==> config.mk <==
export PLATFORM = sky130hd
export DESIGN_NAME = moesi_snoop_responder
export DESIGN_NICKNAME = d
export VERILOG_FILES = /design/src/rtl/moesi_snoop_responder.sv
export SDC_FILE = /design/constraint.sdc
export NUM_CORES = 1
export LEC_CHECK = 0
export CAP_MARGIN = 10
export CORE_AREA = 3 3 346 348
export CTS_CLUSTER_DIAMETER = 50
export DETAILED_ROUTE_END_ITERATION = 16
export DIE_AREA = 0 0 349 351
export PLACE_DENSITY = 0.65
export REMOVE_ABC_BUFFERS = 1
export SLEW_MARGIN = 20
export SYNTH_ARGS = -nofsm -noshare
export SYNTH_HDL_FRONTEND = slang
export SYNTH_SLANG_ARGS = --single-unit
==> constraint.sdc <==
create_clock -name clk -period 8.8 [get_ports clk]
set_input_delay 0.88 -clock clk [delete_from_list [all_inputs] [get_ports clk]]
set_output_delay 0.88 -clock clk [all_outputs]
set_load 0.1 [all_outputs]
==> src/rtl/moesi_snoop_responder.sv <==
// Snoop-side MOESI agent for one core: looks up broadcast requests from other
// cores in a small direct-mapped tag/state array, answers the snoop in the bus
// completion cycle, applies the snoop transition and hands dirty lines to the
// writeback/data-supply consumer.
module moesi_snoop_responder #(
    parameter int NUM_CORES  = 4,
    parameter int ADDR_WIDTH = 64,
    parameter int CORE_ID    = 0,
    parameter int LINE_BYTES = 64,
    parameter int NUM_LINES  = 16
) (
    input  logic                  clk,
    input  logic                  rst,
    input  logic                  bus_valid,
    input  logic [ADDR_WIDTH-1:0] bus_addr,
    input  logic [1:0]            bus_type,
    input  logic [1:0]            granted_core_id,
    output logic                  snoop_resp,
    output logic                  snoop_dirty,
    output logic                  wb_valid,
    output logic [ADDR_WIDTH-1:0] wb_addr,
    input  logic                  wb_ready,
    input  logic                  loc_wr_valid,
    input  logic [ADDR_WIDTH-1:0] loc_wr_addr,
    input  logic [2:0]            loc_wr_state,
    output logic                  loc_wr_ready,
    input  logic [ADDR_WIDTH-1:0] loc_rd_addr,
    output logic [2:0]            loc_rd_state,
    output logic                  busy,
    output logic                  err_overrun,
    output logic                  err_upgr
);

    localparam int OFF   = $clog2(LINE_BYTES);
    localparam int IDX   = $clog2(NUM_LINES);
    localparam int TAG_W = ADDR_WIDTH - OFF - IDX;

    localparam logic [1:0] CORE_ID_L = 2'(CORE_ID);

    localparam logic [2:0] ST_I = 3'd0;
    localparam logic [2:0] ST_S = 3'd1;
    localparam logic [2:0] ST_E = 3'd2;
    localparam logic [2:0] ST_O = 3'd3;
    localparam logic [2:0] ST_M = 3'd4;

    localparam logic [1:0] BUS_RD   = 2'b00;
    localparam logic [1:0] BUS_RDX  = 2'b01;
    localparam logic [1:0] BUS_UPGR = 2'b10;
    localparam logic [1:0] BUS_NOP  = 2'b11;

    typedef enum logic [1:0] {
        FSM_IDLE   = 2'd0,
        FSM_UPDATE = 2'd1,
        FSM_SUPPLY = 2'd2
    } fsm_t;

    // MOESI transition applied to a hit line by a remote request.
    function automatic logic [2:0] f_snoop_next(input logic [2:0] old_st,
                                                input logic [1:0] typ);
        logic [2:0] nxt;
        nxt = old_st;
        case (typ)
            BUS_RD: begin
                if (old_st == ST_M)      nxt = ST_O;
                else if (old_st == ST_E) nxt = ST_S;
                else                     nxt = old_st;
            end
            BUS_RDX:  nxt = ST_I;
            BUS_UPGR: nxt = ST_I;
            default:  nxt = old_st;
        endcase
        return nxt;
    endfunction

    // Encodings above M are not legal MOESI states; store them as Invalid.
    function automatic logic [2:0] f_clamp_state(input logic [2:0] st);
        return (st > ST_M) ? ST_I : st;
    endfunction

    // Tag/state array
    logic [TAG_W-1:0] r_tag   [NUM_LINES];
    logic [2:0]       r_state [NUM_LINES];

    // FSM and registered outputs
    fsm_t r_fsm;
    fsm_t w_fsm_next;
    logic r_snoop_resp;
    logic r_snoop_dirty;
    logic r_hit_l;
    logic r_err_overrun;
    logic r_err_upgr;

    // Snoop context latched at capture, consumed in UPDATE / SUPPLY
    logic [IDX-1:0]   r_idx;
    logic [TAG_W-1:0] r_ltag;
    logic [2:0]       r_old;
    logic [1:0]       r_type;

    // Combinational lookups
    logic [IDX-1:0]   w_bus_idx;
    logic [TAG_W-1:0] w_bus_tag;
    logic [2:0]       w_bus_state;
    logic             w_bus_hit;
    logic [IDX-1:0]   w_rd_idx;
    logic [TAG_W-1:0] w_rd_tag;
    logic [IDX-1:0]   w_wr_idx;
    logic [TAG_W-1:0] w_wr_tag;

    logic             w_remote;
    logic             w_capture;
    logic             w_overrun;
    logic             w_upd_we;
    logic [2:0]       w_upd_state;
    logic             w_upgr_err;
    logic             w_loc_we;
    logic             w_unused;

    assign w_bus_idx   = bus_addr[OFF+IDX-1:OFF];
    assign w_bus_tag   = bus_addr[ADDR_WIDTH-1:OFF+IDX];
    assign w_bus_state = r_state[w_bus_idx];
    assign w_bus_hit   = (r_tag[w_bus_idx] == w_bus_tag) && (w_bus_state != ST_I);

    assign w_rd_idx = loc_rd_addr[OFF+IDX-1:OFF];
    assign w_rd_tag = loc_rd_addr[ADDR_WIDTH-1:OFF+IDX];
    assign w_wr_idx = loc_wr_addr[OFF+IDX-1:OFF];
    assign w_wr_tag = loc_wr_addr[ADDR_WIDTH-1:OFF+IDX];

    assign loc_rd_state = ((r_tag[w_rd_idx] == w_rd_tag) && (r_state[w_rd_idx] != ST_I))
                          ? r_state[w_rd_idx] : ST_I;

    // Own-core broadcasts are invisible to this agent.
    assign w_remote  = bus_valid && (granted_core_id != CORE_ID_L)
                       && (int'(granted_core_id) < NUM_CORES);
    assign w_capture = w_remote && (r_fsm == FSM_IDLE);
    assign w_overrun = w_remote && (r_fsm != FSM_IDLE);

    // No-op broadcasts report presence but never modify the line.
    assign w_upd_we    = (r_fsm == FSM_UPDATE) && r_hit_l && (r_type != BUS_NOP);
    assign w_upd_state = f_snoop_next(r_old, r_type);
    assign w_upgr_err  = (r_fsm == FSM_UPDATE) && r_hit_l && (r_type == BUS_UPGR)
                         && ((r_old == ST_E) || (r_old == ST_M));
    assign w_loc_we    = loc_wr_valid && loc_wr_ready;

    assign snoop_resp  = r_snoop_resp;
    assign snoop_dirty = r_snoop_dirty;
    assign err_overrun = r_err_overrun;
    assign err_upgr    = r_err_upgr;

    assign w_unused = ^{bus_addr[OFF-1:0], loc_wr_addr[OFF-1:0], loc_rd_addr[OFF-1:0]};

    // FSM state register
    always_ff @(posedge clk) begin
        if (rst) r_fsm <= FSM_IDLE;
        else     r_fsm <= w_fsm_next;
    end

    // Next-state logic and FSM-derived outputs
    always_comb begin
        w_fsm_next   = r_fsm;
        busy         = 1'b0;
        wb_valid     = 1'b0;
        wb_addr      = '0;
        loc_wr_ready = 1'b1;
        case (r_fsm)
            FSM_IDLE: begin
                // A capture in this cycle may target the index being written.
                loc_wr_ready = !w_capture;
                if (w_capture) w_fsm_next = FSM_UPDATE;
            end
            FSM_UPDATE: begin
                busy         = 1'b1;
                loc_wr_ready = 1'b0;
                w_fsm_next   = r_snoop_dirty ? FSM_SUPPLY : FSM_IDLE;
            end
            FSM_SUPPLY: begin
                busy     = 1'b1;
                wb_valid = 1'b1;
                wb_addr  = {r_ltag, r_idx, {OFF{1'b0}}};
                if (wb_ready) w_fsm_next = FSM_IDLE;
            end
            default: w_fsm_next = FSM_IDLE;
        endcase
    end

    // Snoop response pulse, hit flag and sticky error flags
    always_ff @(posedge clk) begin
        if (rst) begin
            r_snoop_resp  <= 1'b0;
            r_snoop_dirty <= 1'b0;
            r_hit_l       <= 1'b0;
            r_err_overrun <= 1'b0;
            r_err_upgr    <= 1'b0;
        end else begin
            r_snoop_resp  <= w_capture && w_bus_hit;
            r_snoop_dirty <= w_capture && w_bus_hit
                             && ((w_bus_state == ST_M) || (w_bus_state == ST_O))
                             && ((bus_type == BUS_RD) || (bus_type == BUS_RDX));
            if (w_capture)  r_hit_l       <= w_bus_hit;
            if (w_overrun)  r_err_overrun <= 1'b1;
            if (w_upgr_err) r_err_upgr    <= 1'b1;
        end
    end

    // Snoop context capture
    always_ff @(posedge clk) begin
        if (w_capture) begin
            r_idx  <= w_bus_idx;
            r_ltag <= w_bus_tag;
            r_old  <= w_bus_state;
            r_type <= bus_type;
        end
    end

    // State array: snoop transitions in UPDATE, local installs otherwise
    always_ff @(posedge clk) begin
        if (rst) begin
            for (int i = 0; i < NUM_LINES; i++) r_state[i] <= ST_I;
        end else begin
            if (w_upd_we) r_state[r_idx]    <= w_upd_state;
            if (w_loc_we) r_state[w_wr_idx] <= f_clamp_state(loc_wr_state);
        end
    end

    // Tag array: only local installs change a tag
    always_ff @(posedge clk) begin
        if (w_loc_we) r_tag[w_wr_idx] <= w_wr_tag;
    end

endmodule

==> results.md, run 1 <==
- Outcome: finished, final reports clean
- Post-synth top flop: edfxtp_1
- I/O Buffers: ~250
- LEAKAGE: 17.6 nW
- Wire per inst: ~34 µm
- Stages on worst setup path: 13
- Cts repair resizes: 0
- Placed Cells: about 4100
- Synth Cell Area: between 40000 and 50000 µm²
- Post CTS Setup Buffer Count: 0
- Flops & latches, synth: just under 1000
- Final WL: 147 mm
- Least-Margin Pin Slew: 1.16 ns
- Final setup fails: 0
- Worst hold slack: 0.472 ns
- Die area: about 120000 µm²
- Synth cell types: 69
- Starting Density: 0.400
- Data required, critical path: slightly below 8 ns
- Post-synth top area cell: edfxtp_1
- DIE HEIGHT: around 350 µm
- Worst-path cell chain: buf_8 -> buf_4 -> buf_4 -> mux4_2 -> nor2b_1 -> a211oi_1 -> a21oi_1 -> xnor2_1 -> nand4_1 -> nor4_1 -> buf_4 -> and4_1 -> buf_4
- DR iter-0 viols: between 3000 and 4000
- Clock root buffer: clkbuf_16
- Synthesized instance count: between 2000 and 2500
- Max Root-Sink Buffers: 3
- Slowest stage delay, CP: 0.62 ns
- Syn-to-layout area delta: 18.3%
- Drt first pass iters: 6
- P per Cell Area: 206 nW/µm²
- R2r endpoint: r_tag[3][50]
- CP bufs+invs: 5
- Mean Syn Cell Area: 18.9 µm²
- Setup crit start kind: input port
- RSZ-0062 raised after global routing: false
- TNS Setup: 0 ns
- Final ANT Viol Nets: 0
- Crit path kind: input port to output port
- HP Class: flip-flop to flip-flop
- Critical Path Sink: loc_rd_state[1]
- Gr usage total: 0.239
- # Max-Cap Violations: 0
- Worst hold path cell count: 2
- Hold-fix buffers, CTS: 0
- Initial antenna violation count: 17
- Vias after detailed routing: between 20000 and 30000
- Final Util: 0.473
- Core Area: 117000 µm²
- Seq/Total Area, Yosys: 0.631
- Synth cell count leaders: edfxtp_1 (975), mux4_2 (453), mux2i_1 (149), nor2_1 (96), clkbuf_1 (70)
- Post-synth EDFFs: between 900 and 1000
- Drt via density: 6.26
- Fin nets: between 2000 and 3000
- Ys async rst share: 0
- Critical path arrival: 5.47 ns
- Rel. slew slack: 0.226
- Most frequent cell after synthesis: edfxtp_1
- Skew-Pair Late Insertion Delay: about 0.74 ns
- Share of cells above drive strength 1: 0.271
- First-pass GRT wire length: a little over 200 mm
- Final hold vios: 0
- Critical Path Most Common Cell: buf_4
- Crit path launch: loc_rd_addr[6]
- Post-DP HPWL: between 90 and 100 mm
- Slowest CP cell: buf_4
- Peak supply drop: around 0.19 mV
- Delay-heaviest family, CP: buffers and inverters
- Worst-path clk slew: 0.06 ns
- Worst-case reg-to-reg path depth: 9
- Largest net degree at the start of global routing: 73
- Final worst path period need: about 6.4 ns
- TritonCTS buffer count: approximately 120
- Std-Cell Rows: roughly 130
- Level count of the clock H-tree: 3
- Clock sinks: 982
- DRC: 0
- Crit-path max FO: 60
- CTS tree: done
- Top cells by area, synth: edfxtp_1 (63%), mux4_2 (22%), mux2i_1 (3.2%)
- Max Fclk: between 150 and 200 MHz
- Setup crit end kind: output port
- Post-Layout Cell Count: ~4400
- Number of slew-limit violations in the final report: 0
- Period utilization: 0.722
- Clock skew: 0.0530 ns
- Reg-to-Reg Start: r_fsm[0]
- Synthesis Warnings: 0
- Io pins: 278
- Remaining Overflow, GRT: 0
- Top cell type's share of synthesized area: 0.628
- Worst reg2reg setup slack: roughly 4.3 ns
- Die width: between 300 and 400 µm
- Vias in the first global route: 28300
- GPL Wtd Cong: 0.852
-- stage by stage --
| stage | setup slack, ns | total power, mW | area, µm² |
|---|---|---|---|
| global placement | 2.46 | 6.38 | 50900 |
| detailed placement | 2.40 | 6.40 | 51000 |
| CTS | 2.38 | 11.4 | 55100 |
| global route | 2.17 | 11.7 | 55100 |
| floorplan | 0.365 | 5.84 | 45700 |
| finish | 2.45 | 11.3 | 55100 |
-- area by class of cell --
cell class | instances | area [µm²]
diodes | 10 | 25.0
clock buffers | 138 | 3090
clock inverters | 91 | 1020
fillers | 9539 | 61400
inverters | 19 | 73.8
multi-input cells | 1294 | 16400
flip-flops and latches | 982 | 29400
well taps | 1524 | 1910
repair buffers | 326 | 3170
-- where the power goes --
part	leakage [nW]	internal [mW]	switching (mW)
Sequential	8.94	5.22	0.0282
Combinational	6.72	0.437	0.616
Clock	1.97	2.95	2.09
Total	17.6	8.61	2.74
-- worst register-to-register path: stages, from the launching register on --
cell      delay (ns)
dfxtp_1         0.37
inv_1           0.11
ha_1            0.30
o211ai_1        0.51
inv_4           0.43
a21oi_1         0.42
nand4_1         0.45
nor3_2          0.24
buf_4           0.51
buf_4           0.74
-- cell families (layout without fill, tap and decap cells) --
family | count (synthesis) | after routing | synth area share
AO/OA/AOI/OAI | 201 | 201 | 0.0308
XOR/XNOR | 105 | 105 | 0.0197
adder cells (fa/ha/maj) | 3 | 3 | 0.000806
buffers and inverters | 191 | 574 | 0.0200
flip-flops | 982 | 982 | 0.631
multiplexers | 623 | 623 | 0.257
other | 1 | 16 | 0.0000805
AND/OR/NAND/NOR | 356 | 356 | 0.0398
-- sequential cells by signal, summed over array words and instances (netlist names) --
name / cells
err_overrun: 1
err_upgr: 1
r_fsm: 2
r_hit_l: 1
r_idx: 4
r_ltag: 54
r_old: 3
r_state: 48
r_tag: 864
r_type: 2
snoop_dirty: 1
snoop_resp: 1
-- cell usage in the layout (no fill, tap or decap), drive strengths merged, types with 18 or more instances in the layout --
cell type / count
a21oi: 39
mux4: 457
xnor2: 69
clkinv: 50
nand3: 18
and2: 65
mux2i: 149
clkbuf: 139
o21ai: 25
nor2: 96
xor2: 36
clkdlybuf4s50: 242
inv: 37
buf: 83
edfxtp: 975
nor2b: 30
a211oi: 21
a221oi: 20
nand2: 57
nand2b: 26
a22oi: 28
-- layer usage --
metal / vias up / share of wire / global-route usage
li1: 11000 / - / -
met1: 14500 / 0.37 / 0.309
met2: 1617 / 0.49 / 0.390
met3: 277 / 0.10 / 0.0616
met4: 12 / 0.036 / 0.0868
met5: - / 0.00048 / 0
-- worst min-delay path by stage --
stage                      from     endpoint  slack (ns)
floorplan               r_hit_l      r_hit_l        0.48
global placement    err_overrun  err_overrun        0.47
detailed placement  err_overrun  err_overrun        0.47
CTS                 err_overrun  err_overrun        0.48
global route        err_overrun  err_overrun        0.53
finish              err_overrun  err_overrun        0.47
(Power assumes the default switching activity.)
==> run 2: changes to the inputs <==
--- a/config.mk
+++ b/config.mk
@@ -10,7 +10,7 @@
 export CTS_CLUSTER_DIAMETER = 50
 export DETAILED_ROUTE_END_ITERATION = 16
 export DIE_AREA = 0 0 349 351
-export PLACE_DENSITY = 0.65
+export PLACE_DENSITY = 0.67
 export REMOVE_ABC_BUFFERS = 1
 export SLEW_MARGIN = 20
 export SYNTH_ARGS = -nofsm -noshare
==> constraint.sdc (replaced) <==
create_clock -name clk -period 5.6 [get_ports clk]
set_input_delay 0.56 -clock clk [delete_from_list [all_inputs] [get_ports clk]]
set_output_delay 0.56 -clock clk [all_outputs]
set_load 0.1 [all_outputs]
==> run 2 against run 1 <==
Clock power rose by 47%. Clock-buffer cell count shrank 3. Wire length shrank 1.8%. Final cell count grew 0.18%. Global-route usage shrank 0.51 points. Power increased by 53%. Cell area increased by 0.46%. Setup slack lost 2.3 ns. Hold slack got worse by 0.023 ns. Sequential cell count unchanged. Register-to-register slack got worse by 2.4 ns.
==> results.md, run 2 (same netlist as run 1, synthesis figures left out) <==
- CTS tree: done
- Int Pwr: roughly 13 mW
- Max Fclk: between 150 and 200 MHz
- Fin nets: ~3000
- Core Area: roughly 120000 µm²
- Setup crit start kind: input port
- Net Switching: approximately 4.1 mW
- Data required, critical path: between 5 and 6 ns
- Regs by FF count: r_tag (864), r_ltag (54), r_state (48)
- Io pins: about 280
- Placed cell area: between 50000 and 60000 µm²
- Final setup fails: 0
- Level count of the clock H-tree: 3
- Clock root buffer: clkbuf_16
- Worst hold slack: 0.449 ns
- Largest net degree at the start of global routing: 69
- DRC: 0
- Die area: 122000 µm²
- Final ANT Viol Nets: 0
- Final worst path period need: between 5 and 6 ns
- Least-Margin Pin Slew: between 1 and 1.5 ns
- HP Class: input port to flip-flop
- Syn-to-layout area delta: 18.8%
- Most frequent cells in the layout: edfxtp_1 (975), mux4_2 (453), clkdlybuf4s50_1 (242)
- Worst-path clk slew: 0.06 ns
- Commonest non-fill, non-tap cell in the layout: edfxtp_1
- Starting Density: 0.400
- # Max-Cap Violations: 0
- Flop pwr share: 0.476
- P per Cell Area: 313 nW/µm²
- Cell area after layout: about 55000 µm²
- Drt first pass iters: 5
- Comb power frac: 0.098
- Gr usage total: 0.234
- Drt via density: 6.31
- Final WL: 145 mm
- TNS Setup: 0 ns
- Vias after detailed routing: between 20000 and 30000
- Vias in the first global route: about 28000
- Clock sinks: between 900 and 1000
- Max reg flops: about 860
- Max Root-Sink Buffers: 3
- DIE HEIGHT: between 300 and 400 µm
- Critical path arrival: 4.91 ns
- Cts repair resizes: 0
- Crit path kind: input port to output port
- RSZ-0062 raised after global routing: false
- Largest Register: r_tag
- Std-Cell Rows: 125
- Outcome: finished, final reports clean
- DR iter-0 viols: 3499
- Wire per inst: between 30 and 40 µm
- Peak supply drop: 0.265 mV
- GPL Wtd Cong: 0.872
- Rel. slew slack: 0.245
- Crit-path max FO: 24
- I/O Buffers: roughly 250
- Number of slew-limit violations in the final report: 0
- Net Sw Frac: 0.239
- TritonCTS buffer count: 116
- Post-DP HPWL: 90.4 mm
- Clock skew: approximately 0.014 ns
- First-pass GRT wire length: between 200 and 250 mm
- Hold-fix buffers, CTS: 0
- Clock share of power: 0.426
- Skew-Pair Late Insertion Delay: 0.71 ns
- Setup crit end kind: output port
- LEAKAGE: approximately 18 nW
- Share of cells above drive strength 1: 0.277
- Initial antenna violation count: 17
- Post CTS Setup Buffer Count: 0
- Remaining Overflow, GRT: 0
- Final hold vios: 0
- Period utilization: 0.977
- Die width: 349 µm
==> run 2: layout make-up <==
class	count	area, µm²
Clock buffer	135	3020
Multi-Input combinational cell	1294	16400
Tap cell	1524	1910
Antenna cell	5	12.5
Clock inverter	81	766
Sequential cell	982	29400
Timing Repair Buffer	352	3770
Fill cell	9453	61200
Inverter	19	73.8
==> run 2: path summary, 6_finish.rpt <==
path	from	to	slack [ns]	depth (start not counted)
worst max-delay path	loc_rd_addr[6]	loc_rd_state[2]	0.13	11
worst min register to register	err_overrun	err_overrun	0.47	2
worst max register to register	r_fsm[0]	r_tag[5][2]	1.93	7
worst min-delay path	bus_type[0]	r_type[0]	0.45	1
==> run 2: per-layer routing <==
metal	track usage	vias to the layer above	share of wire
met5	0	-	0.00055
met4	0.0761	12	0.032
met3	0.0547	270	0.11
met2	0.370	1722	0.47
met1	0.321	14700	0.39
li1	-	11000	-
==> run 2: critical path: stages <==
cell and delay, ns:
buf_8 0.31, buf_12 0.28, mux4_2 0.56, mux4_2 0.51
xor2_1 0.21, nor4_1 0.90, buf_4 0.23, nand4_1 0.14
nor4_1 0.43, and4_1 0.46, buf_12 0.22
==> run 2: metrics by stage <==
step	total power, mW	utilization	cells	worst slack, ns
after floorplan	9.17	-	2295	-2.51
after global placement	10.1	0.442	4170	0.178
after detailed placement	10.1	0.442	4170	0.191
after CTS	17.4	0.475	4386	0.169
after global routing	17.8	0.475	4390	0.107
final	17.3	0.475	4392	0.128
==> run 2: power groups by stage <==
stage	Sequential, mW	Combinational [mW]	Clock (mW)
global placement	8.39	1.66	0
finish	8.25	1.70	7.39
CTS	8.25	1.69	7.50
detailed placement	8.40	1.69	0
global route	8.26	1.78	7.81
floorplan	8.39	0.779	0
==> RTL change, RTL diff (flow settings as in run 2) <==
Register the output `err_overrun` once more, with the module's reset; this adds one clock of latency there. The other outputs are not delayed to match.
--- a/src/rtl/moesi_snoop_responder.sv
+++ b/src/rtl/moesi_snoop_responder.sv
@@ -143,7 +143,13 @@
 
     assign snoop_resp  = r_snoop_resp;
     assign snoop_dirty = r_snoop_dirty;
-    assign err_overrun = r_err_overrun;
+    always_ff @(posedge clk) begin
+        if (rst) begin
+            err_overrun <= '0;
+        end else begin
+            err_overrun <= r_err_overrun;
+        end
+    end
     assign err_upgr    = r_err_upgr;
 
     assign w_unused = ^{bus_addr[OFF-1:0], loc_wr_addr[OFF-1:0], loc_rd_addr[OFF-1:0]};
Behaviour: not the same (a bounded check fails within 4 cycles, from zero or initial values and one cycle with rst high).
==> RTL change against run 2 <==
  * Worst setup slack better by 0.069 ns
  * Synthesized area is 0.63% higher
  * Hold slack worse by 0.020 ns
  * Fmax is 1.3% higher
  * Final area is 0.24% higher
  * Non-clock buffer count is 5 higher
  * Sequential cell count is 1 higher
  * Total power is 0.23% lower
  * Routed wire length is 0.24% higher
==> RTL change: results (changes against run 2) <==
* Routed wl met3 at 14.8 mm (-6.5%)
* DP Area at 51700 µm² (+0.34%)
* Share of layout cells above drive strength 1 at 27.3% (-0.46 points)
* Yosys cell types at 71 (+2.9%)
* Post-synth EDFFs at 975 (unchanged)
* CP arrival at 4.84 ns (-0.07 ns)
* DRT iter0 DRCs at 3555 (+1.6%)
* Clock Skews at 0.0253 ns (+0.0117 ns)
* Met1 wire length at 53.7 mm (-4.3%)
* Met2 routed WL at 70.5 mm (+4.1%)
* Peak VDD IR at 244 µV (-8.1%)
* All-Layer GR Usage at 23.5% (+0.13 points)
* Pin count of the biggest net entering global routing at 71 (+2.9%)
* Top cells by area, synth: edfxtp_1 62%, mux4_2 22%, mux2i_1 3.4%
* Reg2Reg Setup Slack at 2.01 ns (+0.08 ns)
* Seq/Total Area, Yosys at 62.8% (-0.35 points)
* Global-route wire length before repair at 206 mm (+0.79%)
* Worst slew margin at 18.7% (-5.7 points)
* Antenna violations before repair at 13 (-4)
* Fillers at 9442 (-0.12%)
* Final GP Congestion at 0.920 (+5.5%)
* CTS root buffer: clkbuf_16
* Top post-synthesis cells by count: 975 x edfxtp_1, 448 x mux4_2, 158 x mux2i_1
* Leak Pwr at 17.8 nW (+0.67%)
* Post-DP HPWL at 92.7 mm (+2.6%)
* Detailed Route WL at 145 mm (+0.24%)
* Worst-path clk slew at 0.06 ns (about the same)
* Yosys warnings at 0 (unchanged)
* Top routing layer used: met5
* Outcome: finished, final reports clean
* Hold Crit Start: bus_type[0]
* First-pass DRT Iterations at 8 (+3)
* CTS Buf Count at 114 (-1.7%)
* Reg2Reg Launch Point: r_tag[14][25]
* Final Power at 17.3 mW (-0.23%)
* Vias per Instance at 6.29 (-0.35%)
* Final net count at 2997 (+0.84%)
* Ys async rst share at 0% (unchanged)
* Max H-tree Level at 3 (unchanged)
* Reg2reg path depth at 8 (+1)
* Vias in the first global route at 28200 (+0.23%)
* Clock Latency Late Sink at 0.72 ns
* Crit path max fanout at 42 (+75%)
* FF-to-FF End: snoop_dirty
[RTL change: cell count changes after synthesis, moves of 12 or more]
cell,run 2,this run
a221oi_1,19,7
buf_2,48,65
clkbuf_1,70,46
nand2_1,57,73
o21ai_0,25,12
xnor2_1,69,55
[RTL change: worst max-delay path: stages]
cell and delay (ns):
buf_8 0.41, buf_12 0.32, mux4_2 0.54, mux4_2 0.48, xor2_1 0.15, nor4_1 0.73, buf_4 0.23, nand4_1 0.16
nor4_2 0.41, buf_4 0.22, and4_1 0.29, buf_12 0.20
[RTL change: per-layer routing]
metal	track usage, %	vias to the layer above
li1	-	11100
met1	30.6	14700
met2	38.4	1722
met3	5.45	289
met4	9.04	6
met5	0	-
[RTL change: worst max path at each step]
stage / startpoint / endpoint
after global placement: loc_rd_addr[6] / loc_rd_state[2]
after global routing: loc_rd_addr[6] / loc_rd_state[1]
final: loc_rd_addr[6] / loc_rd_state[0]
after floorplan: granted_core_id[1] / r_tag[3][0]
after detailed placement: loc_rd_addr[6] / loc_rd_state[0]
after CTS: loc_rd_addr[6] / loc_rd_state[0]
[RTL change: final cells by class]
type | instances | area, µm² | share of cell area (%)
Sequential cell | 983 | 29400 | 53.1
Timing Repair Buffer | 357 | 3790 | 6.83
Multi-Input combinational cell | 1319 | 16500 | 29.8
Inverter | 15 | 58.8 | 0.106
Clock inverter | 80 | 777 | 1.40
Clock buffer | 132 | 2960 | 5.34
Antenna cell | 10 | 25.0 | 0.0451
Tap cell | 1524 | 1910 | 3.44
[RTL change: cells by family after synthesis]
kind of cell	count (synthesis)	share of synthesized area, %
AOI/OAI and AO/OA	178	2.66
xor gates and xnor gates	101	1.89
adders and majority gates	3	0.0801
buffers and inverters	189	2.27
DFF	983	62.8
muxes	633	25.9
other	1	0.00800
and+or+nand+nor	398	4.41
[RTL change: report_power, final]
| part | switching [mW] | internal (mW) |
|---|---|---|
| Sequential | 0.0447 | 8.21 |
| Combinational | 0.964 | 0.711 |
| Clock | 3.11 | 4.25 |
[RTL change: what timing repair did]
action / in CTS / in global routing
gates resized for setup: 0 / 1
endpoints found under the setup margin: 0 / 3
hold buffers: 0 / 0
[RTL change: through the flow]
stage	hold slack, ns	instances	setup TNS, ns	setup slack, ns
after floorplan	0.432	2317	-311.21	-2.51
after global placement	0.459	4198	0	0.142
after detailed placement	0.466	4198	0	0.0875
after CTS	0.395	4410	0	0.106
after global routing	0.404	4414	0	0.0390
final	0.429	4420	0	0.197
